--- src/rtl/sram_pkg.sv ---
// Shared SRAM-port definitions: bus width defaults, pattern-engine colours and
// the arbiter state encodings.
package sram_pkg;

   localparam int unsigned SRAM_ADDR_W = 18;
   localparam int unsigned SRAM_DATA_W = 32;

   localparam logic [23:0] COLOR_BLACK = 24'h000000;
   localparam logic [23:0] COLOR_WHITE = 24'hFFFFFF;
   localparam logic [23:0] COLOR_RED   = 24'hFF0000;
   localparam logic [23:0] COLOR_GREEN = 24'h00FF00;
   localparam logic [23:0] COLOR_BLUE  = 24'h0000FF;
   localparam logic [23:0] COLOR_GREY  = 24'hC0C0C0;

   localparam logic [1:0] IDLE    = 2'd0;
   localparam logic [1:0] ACCESS  = 2'd1;
   localparam logic [1:0] RECOVER = 2'd2;

   // Pixel colour packed into the low bits of one SRAM word.
   function automatic logic [SRAM_DATA_W-1:0] color_word(input logic [23:0] rgb);
      return {{(SRAM_DATA_W-24){1'b0}}, rgb};
   endfunction

endpackage

--- src/rtl/rr_pick.sv ---
// Combinational round-robin winner search starting one past last_grant_i,
// wrapping around through the requester list.
module rr_pick
   import sram_pkg::*;
#(
   parameter int unsigned NUM_REQ = 3
)(
   input  logic [NUM_REQ-1:0] req_i,
   input  logic [2:0]         last_grant_i,
   output logic               any_o,
   output logic [2:0]         winner_o
);

   logic [NUM_REQ-1:0]   above;
   logic [2*NUM_REQ-1:0] dbl;
   int unsigned          pos;

   always_comb begin
      for (int unsigned i = 0; i < NUM_REQ; i++)
         above[i] = (i > 32'(last_grant_i));
      // Lower half keeps only requesters after last_grant; upper half is the wrap.
      dbl = {req_i, req_i & above};
      pos = 0;
      for (int unsigned i = 2*NUM_REQ; i > 0; i--)
         if (dbl[i-1]) pos = i - 1;
      any_o    = |req_i;
      winner_o = (pos >= NUM_REQ) ? 3'(pos - NUM_REQ) : 3'(pos);
   end

endmodule

--- src/rtl/sram_port_arbiter.sv ---
// Round-robin arbiter sharing the single SRAM port among NUM_REQ engines.
// Each grant runs IDLE -> ACCESS (strobe high) -> RECOVER (strobe low) -> IDLE.
module sram_port_arbiter
   import sram_pkg::*;
#(
   parameter int unsigned NUM_REQ = 3,
   parameter int unsigned ADDR_W  = SRAM_ADDR_W,
   parameter int unsigned DATA_W  = SRAM_DATA_W
)(
   input  logic                      clk,
   input  logic                      reset,
   input  logic [NUM_REQ-1:0]        req_valid,
   input  logic [NUM_REQ-1:0]        req_we,
   input  logic [NUM_REQ*ADDR_W-1:0] req_addr,
   input  logic [NUM_REQ*DATA_W-1:0] req_wdata,
   output logic [NUM_REQ-1:0]        req_ack,
   output logic [DATA_W-1:0]         rdata,
   output logic [NUM_REQ-1:0]        rdata_valid,
   output logic [ADDR_W-1:0]         sram_addr,
   output logic [DATA_W-1:0]         sram_wdata,
   output logic                      sram_wren,
   output logic                      sram_rden,
   input  logic [DATA_W-1:0]         sram_rdata,
   output logic                      busy,
   output logic [2:0]                grant_id
);

   logic [1:0]         state_q, state_d;
   logic [2:0]         last_grant_q, last_grant_d;
   logic [2:0]         grant_id_q, grant_id_d;
   logic               we_q, we_d;
   logic [ADDR_W-1:0]  addr_q, addr_d;
   logic [DATA_W-1:0]  wdata_q, wdata_d;
   logic               wren_q, wren_d;
   logic               rden_q, rden_d;
   logic [NUM_REQ-1:0] ack_q, ack_d;
   logic [DATA_W-1:0]  rdata_q, rdata_d;
   logic [NUM_REQ-1:0] rvalid_q, rvalid_d;
   logic               busy_q, busy_d;

   logic               pick_any;
   logic [2:0]         pick_id;
   logic [NUM_REQ-1:0] pick_oh, grant_oh;
   logic               sel_we;
   logic [ADDR_W-1:0]  sel_addr;
   logic [DATA_W-1:0]  sel_wdata;

   rr_pick #(.NUM_REQ(NUM_REQ)) u_pick (
      .req_i        (req_valid),
      .last_grant_i (last_grant_q),
      .any_o        (pick_any),
      .winner_o     (pick_id)
   );

   always_comb begin
      sel_we    = 1'b0;
      sel_addr  = '0;
      sel_wdata = '0;
      for (int unsigned i = 0; i < NUM_REQ; i++) begin
         pick_oh[i]  = (32'(pick_id) == i);
         grant_oh[i] = (32'(grant_id_q) == i);
         if (pick_oh[i]) begin
            sel_we    = req_we[i];
            sel_addr  = req_addr[i*ADDR_W +: ADDR_W];
            sel_wdata = req_wdata[i*DATA_W +: DATA_W];
         end
      end
   end

   // Strobes and ack are loaded on the IDLE edge so the registered outputs
   // are high exactly during the ACCESS cycle.
   always_comb begin
      state_d      = state_q;
      last_grant_d = last_grant_q;
      grant_id_d   = grant_id_q;
      we_d         = we_q;
      addr_d       = addr_q;
      wdata_d      = wdata_q;
      wren_d       = 1'b0;
      rden_d       = 1'b0;
      ack_d        = '0;
      rdata_d      = rdata_q;
      rvalid_d     = '0;
      busy_d       = busy_q;
      case (state_q)
         IDLE: begin
            if (pick_any) begin
               state_d    = ACCESS;
               grant_id_d = pick_id;
               we_d       = sel_we;
               addr_d     = sel_addr;
               wdata_d    = sel_wdata;
               wren_d     = sel_we;
               rden_d     = ~sel_we;
               ack_d      = pick_oh;
               busy_d     = 1'b1;
            end
         end
         ACCESS: begin
            state_d      = RECOVER;
            last_grant_d = grant_id_q;
         end
         RECOVER: begin
            state_d = IDLE;
            busy_d  = 1'b0;
            if (!we_q) begin
               rdata_d  = sram_rdata;
               rvalid_d = grant_oh;
            end
         end
         default: begin
            state_d = IDLE;
            busy_d  = 1'b0;
         end
      endcase
   end

   always_ff @(posedge clk) begin
      if (reset) begin
         state_q      <= IDLE;
         last_grant_q <= 3'(NUM_REQ - 1);
         grant_id_q   <= '0;
         we_q         <= 1'b0;
         addr_q       <= '0;
         wdata_q      <= '0;
         wren_q       <= 1'b0;
         rden_q       <= 1'b0;
         ack_q        <= '0;
         rdata_q      <= '0;
         rvalid_q     <= '0;
         busy_q       <= 1'b0;
      end else begin
         state_q      <= state_d;
         last_grant_q <= last_grant_d;
         grant_id_q   <= grant_id_d;
         we_q         <= we_d;
         addr_q       <= addr_d;
         wdata_q      <= wdata_d;
         wren_q       <= wren_d;
         rden_q       <= rden_d;
         ack_q        <= ack_d;
         rdata_q      <= rdata_d;
         rvalid_q     <= rvalid_d;
         busy_q       <= busy_d;
      end
   end

   assign req_ack     = ack_q;
   assign rdata       = rdata_q;
   assign rdata_valid = rvalid_q;
   assign sram_addr   = addr_q;
   assign sram_wdata  = wdata_q;
   assign sram_wren   = wren_q;
   assign sram_rden   = rden_q;
   assign busy        = busy_q;
   assign grant_id    = grant_id_q;

endmodule

--- config.mk ---
export PLATFORM = sky130hd
export DESIGN_NAME = sram_port_arbiter
export DESIGN_NICKNAME = d
export VERILOG_FILES = /design/src/rtl/sram_pkg.sv /design/src/rtl/rr_pick.sv /design/src/rtl/sram_port_arbiter.sv
export SDC_FILE = /design/constraint.sdc
export NUM_CORES = 1
export LEC_CHECK = 0
export BUFFER_PORTS_ARGS = -buffer_cell sky130_fd_sc_hd__buf_2
export CELL_PAD_IN_SITES_DETAIL_PLACEMENT = 1
export CELL_PAD_IN_SITES_GLOBAL_PLACEMENT = 1
export CORE_MARGIN = 1
export CORE_UTILIZATION = 30
export CTS_CLUSTER_SIZE = 40
export DETAILED_ROUTE_END_ITERATION = 6
export GPL_TIMING_DRIVEN = 0
export PLACE_DENSITY_LB_ADDON = 0.12
export RECOVER_POWER = 25
export SETUP_SLACK_MARGIN = 0.3
export SKIP_LAST_GASP = 1
export SYNTH_ARGS = -nofsm -noshare
export SYNTH_HDL_FRONTEND = slang
export SYNTH_SLANG_ARGS = --single-unit
--- constraint.sdc ---
create_clock -name clk -period 3.8 [get_ports clk]
set_clock_uncertainty 0.2 [all_clocks]
set_input_delay 0.19 -clock clk [delete_from_list [all_inputs] [get_ports clk]]
set_output_delay 0.19 -clock clk [all_outputs]
set_load 0.1 [all_outputs]
==> results.md <==
* Status: completed
* Die area at 0.0178 mm2
* Initial Util at 0.309
* Core box area at 0.0167 mm2
* Pleak at around 3.6 nW
* Wire per inst at between 15 and 20 um
* Routed Antenna Nets at 0
* Worst Hold Depth at 5
* Worst Hold Slack at between 0.09 and 0.1 ns
* RSZ-0062 raised after global routing: false
* CTS Root Cell: clkbuf_16
* Max_cap viols at 0
* Global Route Usage Sum at 0.265
* Final WL at around 24 mm
* Final min period at 3.32 ns
* Final Hold Violating Endpoints at 0
* Reg2reg setup slack at about 0.48 ns
* Final TNS setup at 0 ns
* Tcrit/Tclk final at 0.874
* Clock sinks at 100
* Final Setup Violations at 0
* Vias in the first global route at 7,408
* Mapped Area at 0.00517 mm2
* Max Fclk at about 300 MHz
* Initial antenna violation count at 2
* CTS max path bufs at 2
* Min-delay src: req_addr[3]
* Die Height at 133 um
* Vias/cell at 4.97
* Cell row count at 47
* Post-synth net total at 936
* Fillers at 2,218
* Die width at 133 um
* Via count at 6,957
* Cells after synthesis at 743
* Initial detailed-routing violation count at 250
* GR Overflow Total at 0
* Clk pin slew, worst setup/hold paths at ~0.080 ns
* Setup crit start kind: flip-flop
* Syn Area/Cell at between 6 and 7 um2
* Slew Viols, Final at 0
* Placer Congestion at 0.760
* Worst EP required at 3.84 ns
* Ports at 284
* Crit path max fanout at 10
* Largest net degree at the start of global routing at 19
* Worst Hold Class: primary input to flip-flop
* YS warnings at 0
* Crit end category: flip-flop
* Count of cell types in the netlist at 39
* First-pass GRT wire length at about 38 mm
* Final nets at 1,365
* Hold path endpoint: sram_addr[3]$_SDFFE_PP0P_
* Worst slew pin tran at 1.24 ns
* Arrival time at the worst endpoint at 3.36 ns
* Worst relative slew slack at 0.175
* TritonCTS Buffers at 9
* CTS H-tree depth at 3
* PortBufs at roughly 280
* Total power at 4.14 mW
* Critical path class: flip-flop to flip-flop
* Worst VDD drop at 0.244 mV
* Drt first pass iters at 4
* Layout cell share with drive strength beyond 1 at 0.270
* P per Cell Area at 482 mW/mm2
* Reg-to-Reg Start: last_grant_q[2]$_SDFFE_PP0N_
* Synth Register Bits at 100
* R2r endpoint: sram_wdata[31]$_SDFFE_PP0P_
* Layout area overhead at 66.4%
* Remaining DRCs at 0
* Sequential share of the synthesized area at 0.387
* Skew-Pair Late Insertion Delay at 0.35 ns
* R2R cell count at 16
* Post-DP HPWL at 15.6 mm
* CTS tree: yes
[where the power goes]
part           leakage (nW)  switching, mW  internal, mW
Combinational          2.64           1.46         0.541
Sequential            0.817         0.0661          1.16
Clock                 0.130          0.464         0.455
Total                  3.58           1.99          2.16
[cells in the final DEF (no fill, tap or decap), types with 9 or more instances in the layout]
cell type,instances
nor2_1,118
nor3_1,104
dlygate4sd3_1,133
a21oi_1,33
o21ai_1,100
nand2_1,117
buf_4,13
clkbuf_2,9
dfxtp_1,98
buf_2,248
clkbuf_1,73
clkbuf_16,9
a211oi_1,44
[registers in the layout, indices dropped and copies added, names as in the netlist]
register	count
sram_rden	1
sram_wdata	32
state_q	2
sram_addr	18
last_grant_q	3
we_q	1
grant_id	3
rdata_valid	3
busy	1
rdata	32
req_ack	3
sram_wren	1
[worst max-delay path by stage]
stage / depth (start not counted) / end / slack, ns / startpoint
after global placement: 16 / sram_addr[16]$_SDFFE_PP0P_ / 0.06 / last_grant_q[2]$_SDFFE_PP0N_
after detailed placement: 16 / sram_wdata[15]$_SDFFE_PP0P_ / -0.003 / last_grant_q[2]$_SDFFE_PP0N_
after CTS: 16 / sram_wdata[9]$_SDFFE_PP0P_ / 0.30 / last_grant_q[2]$_SDFFE_PP0N_
after global routing: 16 / sram_wdata[2]$_SDFFE_PP0P_ / 0.28 / last_grant_q[1]$_SDFFE_PP1N_
final: 16 / sram_wdata[31]$_SDFFE_PP0P_ / 0.48 / last_grant_q[2]$_SDFFE_PP0N_
after floorplan: 16 / sram_addr[0]$_SDFFE_PP0P_ / 0.78 / last_grant_q[2]$_SDFFE_PP0N_
[logic make-up after synthesis]
group | Yosys count | share of synthesized area
simple gates | 366 | 0.309
buf+inv | 73 | 0.0634
compound gates | 196 | 0.223
fa+ha+maj | 3 | 0.00726
mux | 4 | 0.00775
flops | 100 | 0.387
xor+xnor | 1 | 0.00169
[per-stage QoR]
stage               worst slack [ns]  cells  cell area, um2   util
floorplan                      0.780    743            5170      -
global placement              0.0646   1245            6860  0.410
detailed placement          -0.00267   1245            6860  0.410
CTS                            0.303   1396            8560  0.512
global route                   0.283   1399            8600  0.515
finish                         0.479   1399            8600  0.515
[critical path: stages, from the launching register on]
cell and delay, ns:
dfxtp_2 0.36, o22ai_1 0.20, and3_1 0.19, buf_6 0.18, clkinv_8 0.10, buf_6 0.15, ha_1 0.21, ha_1 0.18
buf_4 0.17, nand2b_1 0.14, buf_4 0.16, and4bb_2 0.33, a21oi_4 0.04, buf_4 0.16, buf_6 0.15, o21ai_1 0.18
o21ai_1 0.09
[Yosys cell counts]
cell	n	area (um2)
a211o_1	1	8.76
a211oi_1	52	390
a21o_1	1	7.51
a21oi_1	33	165
a21oi_2	1	8.76
a21oi_4	1	16.3
a22oi_1	2	15.0
a311oi_1	1	8.76
a31oi_1	1	6.26
and2_1	3	18.8
and3_1	1	6.26
and4bb_2	1	12.5
buf_1	2	7.51
buf_2	11	55.1
buf_4	10	75.1
clkbuf_1	46	173
dfxtp_1	100	2000
ha_1	3	37.5
inv_1	3	11.3
inv_4	1	6.26
mux2i_1	4	40.0
nand2_1	117	439
nand2b_1	8	50.1
nand3b_1	1	7.51
nand4_1	1	6.26
nor2_1	118	443
nor2_2	1	6.26
nor2b_1	1	6.26
nor3_1	107	536
nor3_4	1	16.3
nor3b_1	3	22.5
nor4b_2	1	15.0
o21ai_0	1	5.00
o21ai_1	100	500
o22ai_1	1	6.26
o32ai_2	1	16.3
or2_2	1	6.26
or3_1	1	6.26
xnor2_1	1	8.76
[per-layer routing]
metal	vias to the layer above	global-route usage	wire [um]
li1	3434	-	-
met1	3257	0.306	10100
met2	214	0.476	11800
met3	52	0.0472	1150
met4	0	0.118	824
met5	-	0	0
[what timing repair did]
action / CTS / global route
pin swaps: 0 / 5
setup endpoints to repair: 50 / 52
gates resized for setup: 26 / 33
hold buffers: 133 / 0
hold endpoints to repair: 85 / 0
buffers inserted: 2 / 1
[area by class of cell]
class,count,area (um2),area share
diodes,2,5.00,0.000582
plain buffers,69,380,0.0442
clock buffers,9,225,0.0262
clock inverters,7,60.1,0.00698
inverters,4,27.5,0.00320
multi-input cells,570,2910,0.338
flip-flops and latches,100,2000,0.233
well taps,220,275,0.0320
repair buffers,418,2710,0.315
(Power assumes the default switching activity.)
